<file path="src/rtl/nab_axi_pkg.sv">
// rtl/nab_axi_pkg.sv - shared AXI4-Lite response codes, register index classes and helpers
package nab_axi_pkg;

  typedef enum logic [1:0] {
    RESP_OKAY   = 2'b00,
    RESP_SLVERR = 2'b10
  } axi_resp_e;

  typedef enum logic [1:0] {
    IDX_RW,
    IDX_RO,
    IDX_UNMAPPED
  } idx_class_e;

  // Byte-offset bits below the word index: 2 for 32-bit, 3 for 64-bit registers.
  function automatic int addr_lsb(input int data_width);
    return (data_width == 64) ? 3 : 2;
  endfunction

  function automatic idx_class_e classify(input logic [31:0] idx, input int num_rw, input int num_ro);
    if (idx < 32'(num_rw))
      return IDX_RW;
    else if (idx < 32'(num_rw + num_ro))
      return IDX_RO;
    else
      return IDX_UNMAPPED;
  endfunction

endpackage

</file>
<file path="src/rtl/axi_lite_reg_bank_rd_mux.sv">
// rtl/axi_lite_reg_bank_rd_mux.sv - combinational read-data select over RW and RO registers
module axi_lite_reg_bank_rd_mux
  import nab_axi_pkg::*;
#(
  parameter int DATA_WIDTH  = 32,
  parameter int ADDR_WIDTH  = 9,
  parameter int NUM_RW_REGS = 8,
  parameter int NUM_RO_REGS = 4
) (
  input  logic [ADDR_WIDTH-addr_lsb(DATA_WIDTH)-1:0] rd_idx,
  input  logic [NUM_RW_REGS*DATA_WIDTH-1:0]          rw_regs,
  input  logic [NUM_RO_REGS*DATA_WIDTH-1:0]          ro_regs,
  output logic [DATA_WIDTH-1:0]                      rd_data
);

  // Unmapped indices fall through to the zero default.
  always_comb begin
    rd_data = '0;
    for (int k = 0; k < NUM_RW_REGS; k++) begin
      if (32'(rd_idx) == 32'(k))
        rd_data = rw_regs[k*DATA_WIDTH +: DATA_WIDTH];
    end
    for (int j = 0; j < NUM_RO_REGS; j++) begin
      if (32'(rd_idx) == 32'(NUM_RW_REGS + j))
        rd_data = ro_regs[j*DATA_WIDTH +: DATA_WIDTH];
    end
  end

endmodule

</file>
<file path="src/rtl/axi_lite_reg_bank.sv">
// rtl/axi_lite_reg_bank.sv - AXI4-Lite RW/RO register bank
// Define AXI_LITE_REG_BANK_SLVERR_EN to return SLVERR for RO/unmapped writes and unmapped reads.
module axi_lite_reg_bank
  import nab_axi_pkg::*;
#(
  parameter int DATA_WIDTH  = 32,
  parameter int ADDR_WIDTH  = 9,
  parameter int NUM_RW_REGS = 8,
  parameter int NUM_RO_REGS = 4
) (
  input  logic                              S_AXI_ACLK,
  input  logic                              S_AXI_ARESETN,
  input  logic [ADDR_WIDTH-1:0]             S_AXI_AWADDR,
  input  logic                              S_AXI_AWVALID,
  output logic                              S_AXI_AWREADY,
  input  logic [DATA_WIDTH-1:0]             S_AXI_WDATA,
  input  logic [DATA_WIDTH/8-1:0]           S_AXI_WSTRB,
  input  logic                              S_AXI_WVALID,
  output logic                              S_AXI_WREADY,
  output logic [1:0]                        S_AXI_BRESP,
  output logic                              S_AXI_BVALID,
  input  logic                              S_AXI_BREADY,
  input  logic [ADDR_WIDTH-1:0]             S_AXI_ARADDR,
  input  logic                              S_AXI_ARVALID,
  output logic                              S_AXI_ARREADY,
  output logic [DATA_WIDTH-1:0]             S_AXI_RDATA,
  output logic [1:0]                        S_AXI_RRESP,
  output logic                              S_AXI_RVALID,
  input  logic                              S_AXI_RREADY,
  output logic [NUM_RW_REGS*DATA_WIDTH-1:0] rw_regs,
  output logic [NUM_RW_REGS-1:0]            rw_wr_pulse,
  input  logic [NUM_RO_REGS*DATA_WIDTH-1:0] ro_regs
);

  localparam int ADDR_LSB = addr_lsb(DATA_WIDTH);
  localparam int IDX_W    = ADDR_WIDTH - ADDR_LSB;
  localparam int STRB_W   = DATA_WIDTH / 8;

  logic [IDX_W-1:0]                  wr_idx;
  logic [IDX_W-1:0]                  rd_idx;
  logic                              wr_accept;
  logic                              rd_accept;
  logic                              bvalid_q;
  logic                              rvalid_q;
  logic [DATA_WIDTH-1:0]             rdata_q;
  logic [DATA_WIDTH-1:0]             rd_data_mux;
  logic [NUM_RW_REGS*DATA_WIDTH-1:0] rw_q;
  logic [NUM_RW_REGS-1:0]            pulse_q;
  logic                              unused_addr_bits;

  assign wr_idx           = S_AXI_AWADDR[ADDR_WIDTH-1:ADDR_LSB];
  assign rd_idx           = S_AXI_ARADDR[ADDR_WIDTH-1:ADDR_LSB];
  assign unused_addr_bits = ^{S_AXI_AWADDR[ADDR_LSB-1:0], S_AXI_ARADDR[ADDR_LSB-1:0]};

  // Ready is combinational so an accept is possible on the first edge after reset release;
  // gating with reset keeps the readies low while reset is held.
  assign wr_accept = S_AXI_ARESETN && S_AXI_AWVALID && S_AXI_WVALID && !bvalid_q;
  assign rd_accept = S_AXI_ARESETN && S_AXI_ARVALID && !rvalid_q;

  assign S_AXI_AWREADY = wr_accept;
  assign S_AXI_WREADY  = wr_accept;
  assign S_AXI_ARREADY = rd_accept;
  assign S_AXI_BVALID  = bvalid_q;
  assign S_AXI_RVALID  = rvalid_q;
  assign S_AXI_RDATA   = rdata_q;
  assign rw_regs       = rw_q;
  assign rw_wr_pulse   = pulse_q;

  always_ff @(posedge S_AXI_ACLK or negedge S_AXI_ARESETN) begin
    if (!S_AXI_ARESETN) begin
      rw_q    <= '0;
      pulse_q <= '0;
    end else begin
      pulse_q <= '0;
      if (wr_accept) begin
        for (int k = 0; k < NUM_RW_REGS; k++) begin
          if (32'(wr_idx) == 32'(k)) begin
            pulse_q[k] <= 1'b1;
            for (int b = 0; b < STRB_W; b++) begin
              if (S_AXI_WSTRB[b])
                rw_q[k*DATA_WIDTH + b*8 +: 8] <= S_AXI_WDATA[b*8 +: 8];
            end
          end
        end
      end
    end
  end

  always_ff @(posedge S_AXI_ACLK or negedge S_AXI_ARESETN) begin
    if (!S_AXI_ARESETN) begin
      bvalid_q <= 1'b0;
    end else if (wr_accept) begin
      bvalid_q <= 1'b1;
    end else if (S_AXI_BREADY) begin
      bvalid_q <= 1'b0;
    end
  end

  // The mux sees pre-write register contents, so a same-cycle read returns the old value.
  always_ff @(posedge S_AXI_ACLK or negedge S_AXI_ARESETN) begin
    if (!S_AXI_ARESETN) begin
      rvalid_q <= 1'b0;
      rdata_q  <= '0;
    end else if (rd_accept) begin
      rvalid_q <= 1'b1;
      rdata_q  <= rd_data_mux;
    end else if (S_AXI_RREADY) begin
      rvalid_q <= 1'b0;
    end
  end

  axi_lite_reg_bank_rd_mux #(
    .DATA_WIDTH  (DATA_WIDTH),
    .ADDR_WIDTH  (ADDR_WIDTH),
    .NUM_RW_REGS (NUM_RW_REGS),
    .NUM_RO_REGS (NUM_RO_REGS)
  ) u_rd_mux (
    .rd_idx  (rd_idx),
    .rw_regs (rw_q),
    .ro_regs (ro_regs),
    .rd_data (rd_data_mux)
  );

`ifdef AXI_LITE_REG_BANK_SLVERR_EN
  logic [1:0] bresp_q;
  logic [1:0] rresp_q;

  always_ff @(posedge S_AXI_ACLK or negedge S_AXI_ARESETN) begin
    if (!S_AXI_ARESETN) begin
      bresp_q <= RESP_OKAY;
      rresp_q <= RESP_OKAY;
    end else begin
      if (wr_accept)
        bresp_q <= (classify(32'(wr_idx), NUM_RW_REGS, NUM_RO_REGS) == IDX_RW) ? RESP_OKAY : RESP_SLVERR;
      if (rd_accept)
        rresp_q <= (classify(32'(rd_idx), NUM_RW_REGS, NUM_RO_REGS) == IDX_UNMAPPED) ? RESP_SLVERR : RESP_OKAY;
    end
  end

  assign S_AXI_BRESP = bresp_q;
  assign S_AXI_RRESP = rresp_q;
`else
  assign S_AXI_BRESP = RESP_OKAY;
  assign S_AXI_RRESP = RESP_OKAY;
`endif

endmodule

</file>
<file path="config.mk">
export PLATFORM = sky130hd
export DESIGN_NAME = axi_lite_reg_bank
export DESIGN_NICKNAME = d
export VERILOG_FILES = /design/src/rtl/nab_axi_pkg.sv /design/src/rtl/axi_lite_reg_bank_rd_mux.sv /design/src/rtl/axi_lite_reg_bank.sv
export SDC_FILE = /design/constraint.sdc
export NUM_CORES = 1
export LEC_CHECK = 0
export BUFFER_PORTS_ARGS = -buffer_cell sky130_fd_sc_hd__clkbuf_2
export CAP_MARGIN = 10
export CORE_AREA = 5 5 192 194
export CTS_CLUSTER_SIZE = 40
export DETAILED_ROUTE_END_ITERATION = 7
export DIE_AREA = 0 0 197 199
export PLACE_DENSITY = 0.73
export REMOVE_ABC_BUFFERS = 1
export SKIP_CTS_REPAIR_TIMING = 1
export SLEW_MARGIN = 20
export SYNTH_ARGS = -nofsm -noshare
export SYNTH_HDL_FRONTEND = slang
export SYNTH_SLANG_ARGS = --single-unit
</file>
<file path="constraint.sdc">
create_clock -name S_AXI_ACLK -period 2 [get_ports S_AXI_ACLK]
set_input_delay 0.4 -clock S_AXI_ACLK [delete_from_list [all_inputs] [get_ports S_AXI_ACLK]]
set_output_delay 0.4 -clock S_AXI_ACLK [all_outputs]
set_load 0.01 [all_outputs]
</file>
# == Word-level counts from Yosys, hierarchy flattened ==
# Index checks and enable logic that the tools add are counted.
# Widths: inputs -> output; s select.
# word_totals
in_bits,189
reg_bits,298
elab_cells,122
out_inout_bits,305
# classes
n_reduce_logical,43
n_mux,25
eq_ne,18
# ops
op,count
$mux 32,12
$reduce_and 3->1,32
$eq 7x3->1 const B,8
$eq 7x2->1 const B,4
$eq 7x4->1 const B,4
$eq 7x1->1 const B,2
$logic_not 7->1,2
$mux 1,12
$mux 8,1
$logic_and 1x1->1,5
$reduce_bool 2->1,2
$logic_not 1->1,2

# == Logic depth before layout (Yosys ltp) ==
# logic_depth
word_depth,13
depth_mapped,9
ltp_nobuf,6

# == Cells and area by module ==
# Synthesis repeated with hierarchy kept, for this count alone.
# hier_totals
hier_cells,1155
area_unflattened_um2,15431.0
# modules_own_cells
mod,n_inst,cells_per_inst,seq_area_each_um2,area_per_inst_um2
axi_lite_reg_bank,1,665,7457.2,11533.6
axi_lite_reg_bank_rd_mux,1,490,0.0,3897.5

# == Least setup slack after synthesis ==
# No wires, ideal clock.
# synth_path
path_type,register to register
from,"register bvalid_q, in the netlist S_AXI_BVALID"
to,"register rw_q[176], in the netlist rw_regs[176]"
setup_ps,125
n_path_buf,1
t_required_ps,1875
path_stages_with_launch,7
arrival_time_ps,2101
slack_ps,-226
period_less_slack_ps,2226
path_cell_list,dfrtp_1 -> nand4b_4 -> or4_4 -> or2_2 -> buf_2 -> nor2_8 -> mux2_2
# synth_between
elab_chain_cells,3
# synth_lines
item,line_no,source
start: declaration,axi_lite_reg_bank.sv:43,logic bvalid_q;
start signal: assignment,axi_lite_reg_bank.sv:91,bvalid_q <= 1'b0;
start signal: assignment,axi_lite_reg_bank.sv:93,bvalid_q <= 1'b1;
start signal: assignment,axi_lite_reg_bank.sv:95,bvalid_q <= 1'b0;
$logic_not 1->1,axi_lite_reg_bank.sv:57,assign wr_accept = S_AXI_ARESETN && S_AXI_AWVALID && S_AXI_WVALID && !bvalid_q;
$logic_and 1x1->1,axi_lite_reg_bank.sv:57,
$reduce_and 3->1 (no source line),-,
end signal: indexed assignment,axi_lite_reg_bank.sv:81,rw_q[k*DATA_WIDTH + b*8 +: 8] <= S_AXI_WDATA[b*8 +: 8];
end: declaration,axi_lite_reg_bank.sv:47,logic [NUM_RW_REGS*DATA_WIDTH-1:0] rw_q;
# No other way between the ends.
# A chain may end at the register's enable or synchronous reset.

# == Worst setup path in the final report ==
# layout_path
from,"register bvalid_q, in the netlist S_AXI_BVALID"
to,"register rw_q[174], in the netlist rw_regs[174]"
# Same word-level chain as after synthesis.

==> metrics.txt <==
final WL slightly above 60,000 microns; setup TNS -26.73 ns; power density of the placed cells roughly 700 mW/mm^2; GRT overflow 0; Total GRT Usage 0.302; worst-path cell chain nand4b_4 -> or4_4 -> or2_4 -> nor2_8 -> mux2_2; Post-Place Worst Slack -0.310 ns; static leakage roughly 11 nW; Synth Register Bits roughly 300; Layout Cells excl Fill roughly 2,400; slowest stage delay, CP between 0.5 and 0.6 ns; sequential share of the synthesized area 0.491; Critical Path AT 2.59 ns; CTS Sinks ~300; Vias/cell a little under 6; multiplexer share of the synthesized area 0.249; Synth Area in Simple Gates 0.101; r2r endpoint rw_regs[174]$_DFFE_PN0P_; part of the cycle the worst path needs 1.10; Max clock buf depth 3; CTS tree yes; clock skew about 0.016 ns; compound-gate portion of the synthesized area 0.128; insertion delay to the later sink of the worst-skew pair 0.51 ns; Data required, critical path about 2.4 ns; Slew @ Worst Pin 0.849 ns; final setup vio count 254; Core Rows just under 70; unrepaired setup endpoints after global routing true; startpoint type of the worst setup path register; dominant synthesized flop cell dfrtp_1; Rel. slew slack 0.434; XOR/XNOR Fraction of Synth Area 0; fraction of layout cells with a size suffix above 1 0.544; Worst Setup End Kind register; initial antenna violation count 4; main combinational cell family by area after synthesis multiplexers; via count around 14,000; clk root buf clkbuf_16; critical path type reg -> reg; Hold Fails Final Rpt 0; DP HPWL between 40,000 and 50,000 microns; I/O Buffers slightly below 500; area of the mapped netlist between 0.015 and 0.02 sq mm; initial core utilization 0.433; crit path max fanout 8; Util after Layout 0.600; largest net degree at the start of global routing ~140; status finished, violations left; worst vdd ir 0.000684 V; DRT Pass-1 Iters 5; R2R cell count 5; Ys Warns 0; H-tree lvl count 2; cell count after synthesis around 1,300; min Tclk post-route between 2 and 2.5 ns; reg-to-reg startpoint S_AXI_BVALID$_DFFE_PN0P_; Worst R2R Setup Slack -0.21 ns; Tot Pwr between 10 and 15 mW; layout net count around 2,100; WL/cell 26.1 microns; Iteration-0 DRC Markers between 900 and 1,000; Placed Cells incl. Taps between 2,000 and 2,500; Reg clk slew, reported paths around 0.06 ns; max-cap violations 0; Post-synth EDFFs 0; first-pass GRT wire length about 90,000 microns; Critical Path Sink rw_regs[174]$_DFFE_PN0P_; Final Slew Violations 0; vias in the first global route about 14,000; Critical Path Source S_AXI_BVALID$_DFFE_PN0P_; DRC 0; Yosys cell types 56; adder-cell share of the synthesized area 0; antenna-violating nets left 0; Core Box Area 0.0351 sq mm; DIE AREA 0.0392 sq mm; Crit-path slowest cell or4_4; ys async rst share 1.00; Final WS setup -0.205 ns; failing checks negative setup slack; die height between 150 and 200 microns; Area Growth Syn to Fin 38.5%; # IOs about 490; Die X around 200 microns; Mapped Avg Cell Area 11.6 sq um; Num CTS Buffers 35; Peak Freq roughly 450 MHz; RD Place Congestion around 0.9; Hold Crit Class in -> async
[Yosys cell counts, types with 35 or more instances]
library cell  count  area share
o211ai_1         36       0.018
nor2_1           54       0.013
o21ai_0          44       0.015
mux2_2          284        0.21
clkbuf_1         54       0.013
nor2b_1          35       0.014
dfrtp_1         298        0.49
a21oi_1          55       0.018
mux2i_1          40       0.026
nand2_1          84       0.021
nand3_1          43       0.014
a31oi_1          35       0.014
[placed cells by master (no fill, tap or decap), drive strengths merged, types with 2 or more instances in the layout]
cell / count
a211o: 5
a311oi: 4
nand2b: 6
inv: 20
a211oi: 6
nand2: 84
a21oi: 55
clkbuf: 529
and3: 8
o21ai: 44
a22o: 25
nand3: 60
bufinv: 3
o21a: 12
a22oi: 8
buf: 150
a221oi: 9
o32ai: 2
o211ai: 36
a31o: 9
mux2: 290
a21o: 21
a32oi: 3
nand4: 2
mux4: 5
o22ai: 5
nor2: 70
conb: 4
nor2b: 35
a31oi: 35
diode: 2
nor4: 3
mux2i: 40
o221ai: 3
dfrtp: 298
or2: 2
clkinv: 8
or4: 2
nor3: 6
[layout make-up]
class                      count  area (sq um)
multi-input combinational    908          7550
antenna                        2          5.00
tap                          461           577
clock inverter                13           154
timing repair buffer         633          4190
clock buffer                  47          1000
inverter                      19          82.6
sequential                   298          7460
fill                        2906         14000
[kinds of logic (layout without fill, tap and decap cells)]
family / Yosys count / count (layout)
multiplexers: 335 / 335
AND/OR/NAND/NOR: 282 / 282
AO/OA/AOI/OAI: 287 / 287
other: 1 / 6
buffers and inverters: 111 / 712
flip-flops: 298 / 298
[routing by layer]
layer,GRT usage,share of wire,vias up
li1,-,-,6010
met1,0.387,0.39,6956
met2,0.505,0.49,768
met3,0.0742,0.089,149
met4,0.104,0.034,6
met5,0,0.00055,-
[how the worst min path moves through the flow]
stage,cells after the start,slack (ns),to,startpoint
after floorplan,0,0.10,S_AXI_BVALID$_DFFE_PN0P_,S_AXI_ARESETN
after global placement,2,0.35,S_AXI_RVALID$_DFFE_PN0P_,S_AXI_ARESETN
after detailed placement,2,0.36,S_AXI_RVALID$_DFFE_PN0P_,S_AXI_ARESETN
after CTS,2,-0.17,S_AXI_RVALID$_DFFE_PN0P_,S_AXI_ARESETN
after global routing,2,0.12,S_AXI_RVALID$_DFFE_PN0P_,S_AXI_RREADY
final,3,0.09,S_AXI_RDATA[18]$_DFFE_PN0P_,S_AXI_ARESETN
[registers in the layout (all words and copies together), names as in the netlist]
name	count
rw_regs	256
rw_wr_pulse	8
S_AXI_RVALID	1
S_AXI_RDATA	32
S_AXI_BVALID	1
[per-stage QoR]
stage,hold slack (ns),instance area [sq um]
2_1_floorplan,0.104,14800
4_1_cts,-0.173,20700
3_5_place_dp,0.358,19500
5_1_grt,0.116,21000
6_report,0.0923,21000
3_3_place_gp,0.353,19500
[worst max-delay path: cells and delay by family, from the launching register on]
| family | cells | cell delay (ns) |
|---|---|---|
| flip-flops | 1 | 0.40 |
| multiplexers | 1 | 0.36 |
| AND/OR/NAND/NOR | 4 | 1.34 |
[report_power, final]
group | leakage (nW) | switching (mW) | internal (mW)
registers | 4.10 | 0.148 | 6.21
clock network | 0.576 | 2.59 | 3.92
logic | 6.28 | 1.05 | 0.744
total | 11.0 | 3.79 | 10.9
No activity file was read; power rests on OpenSTA's default activity.
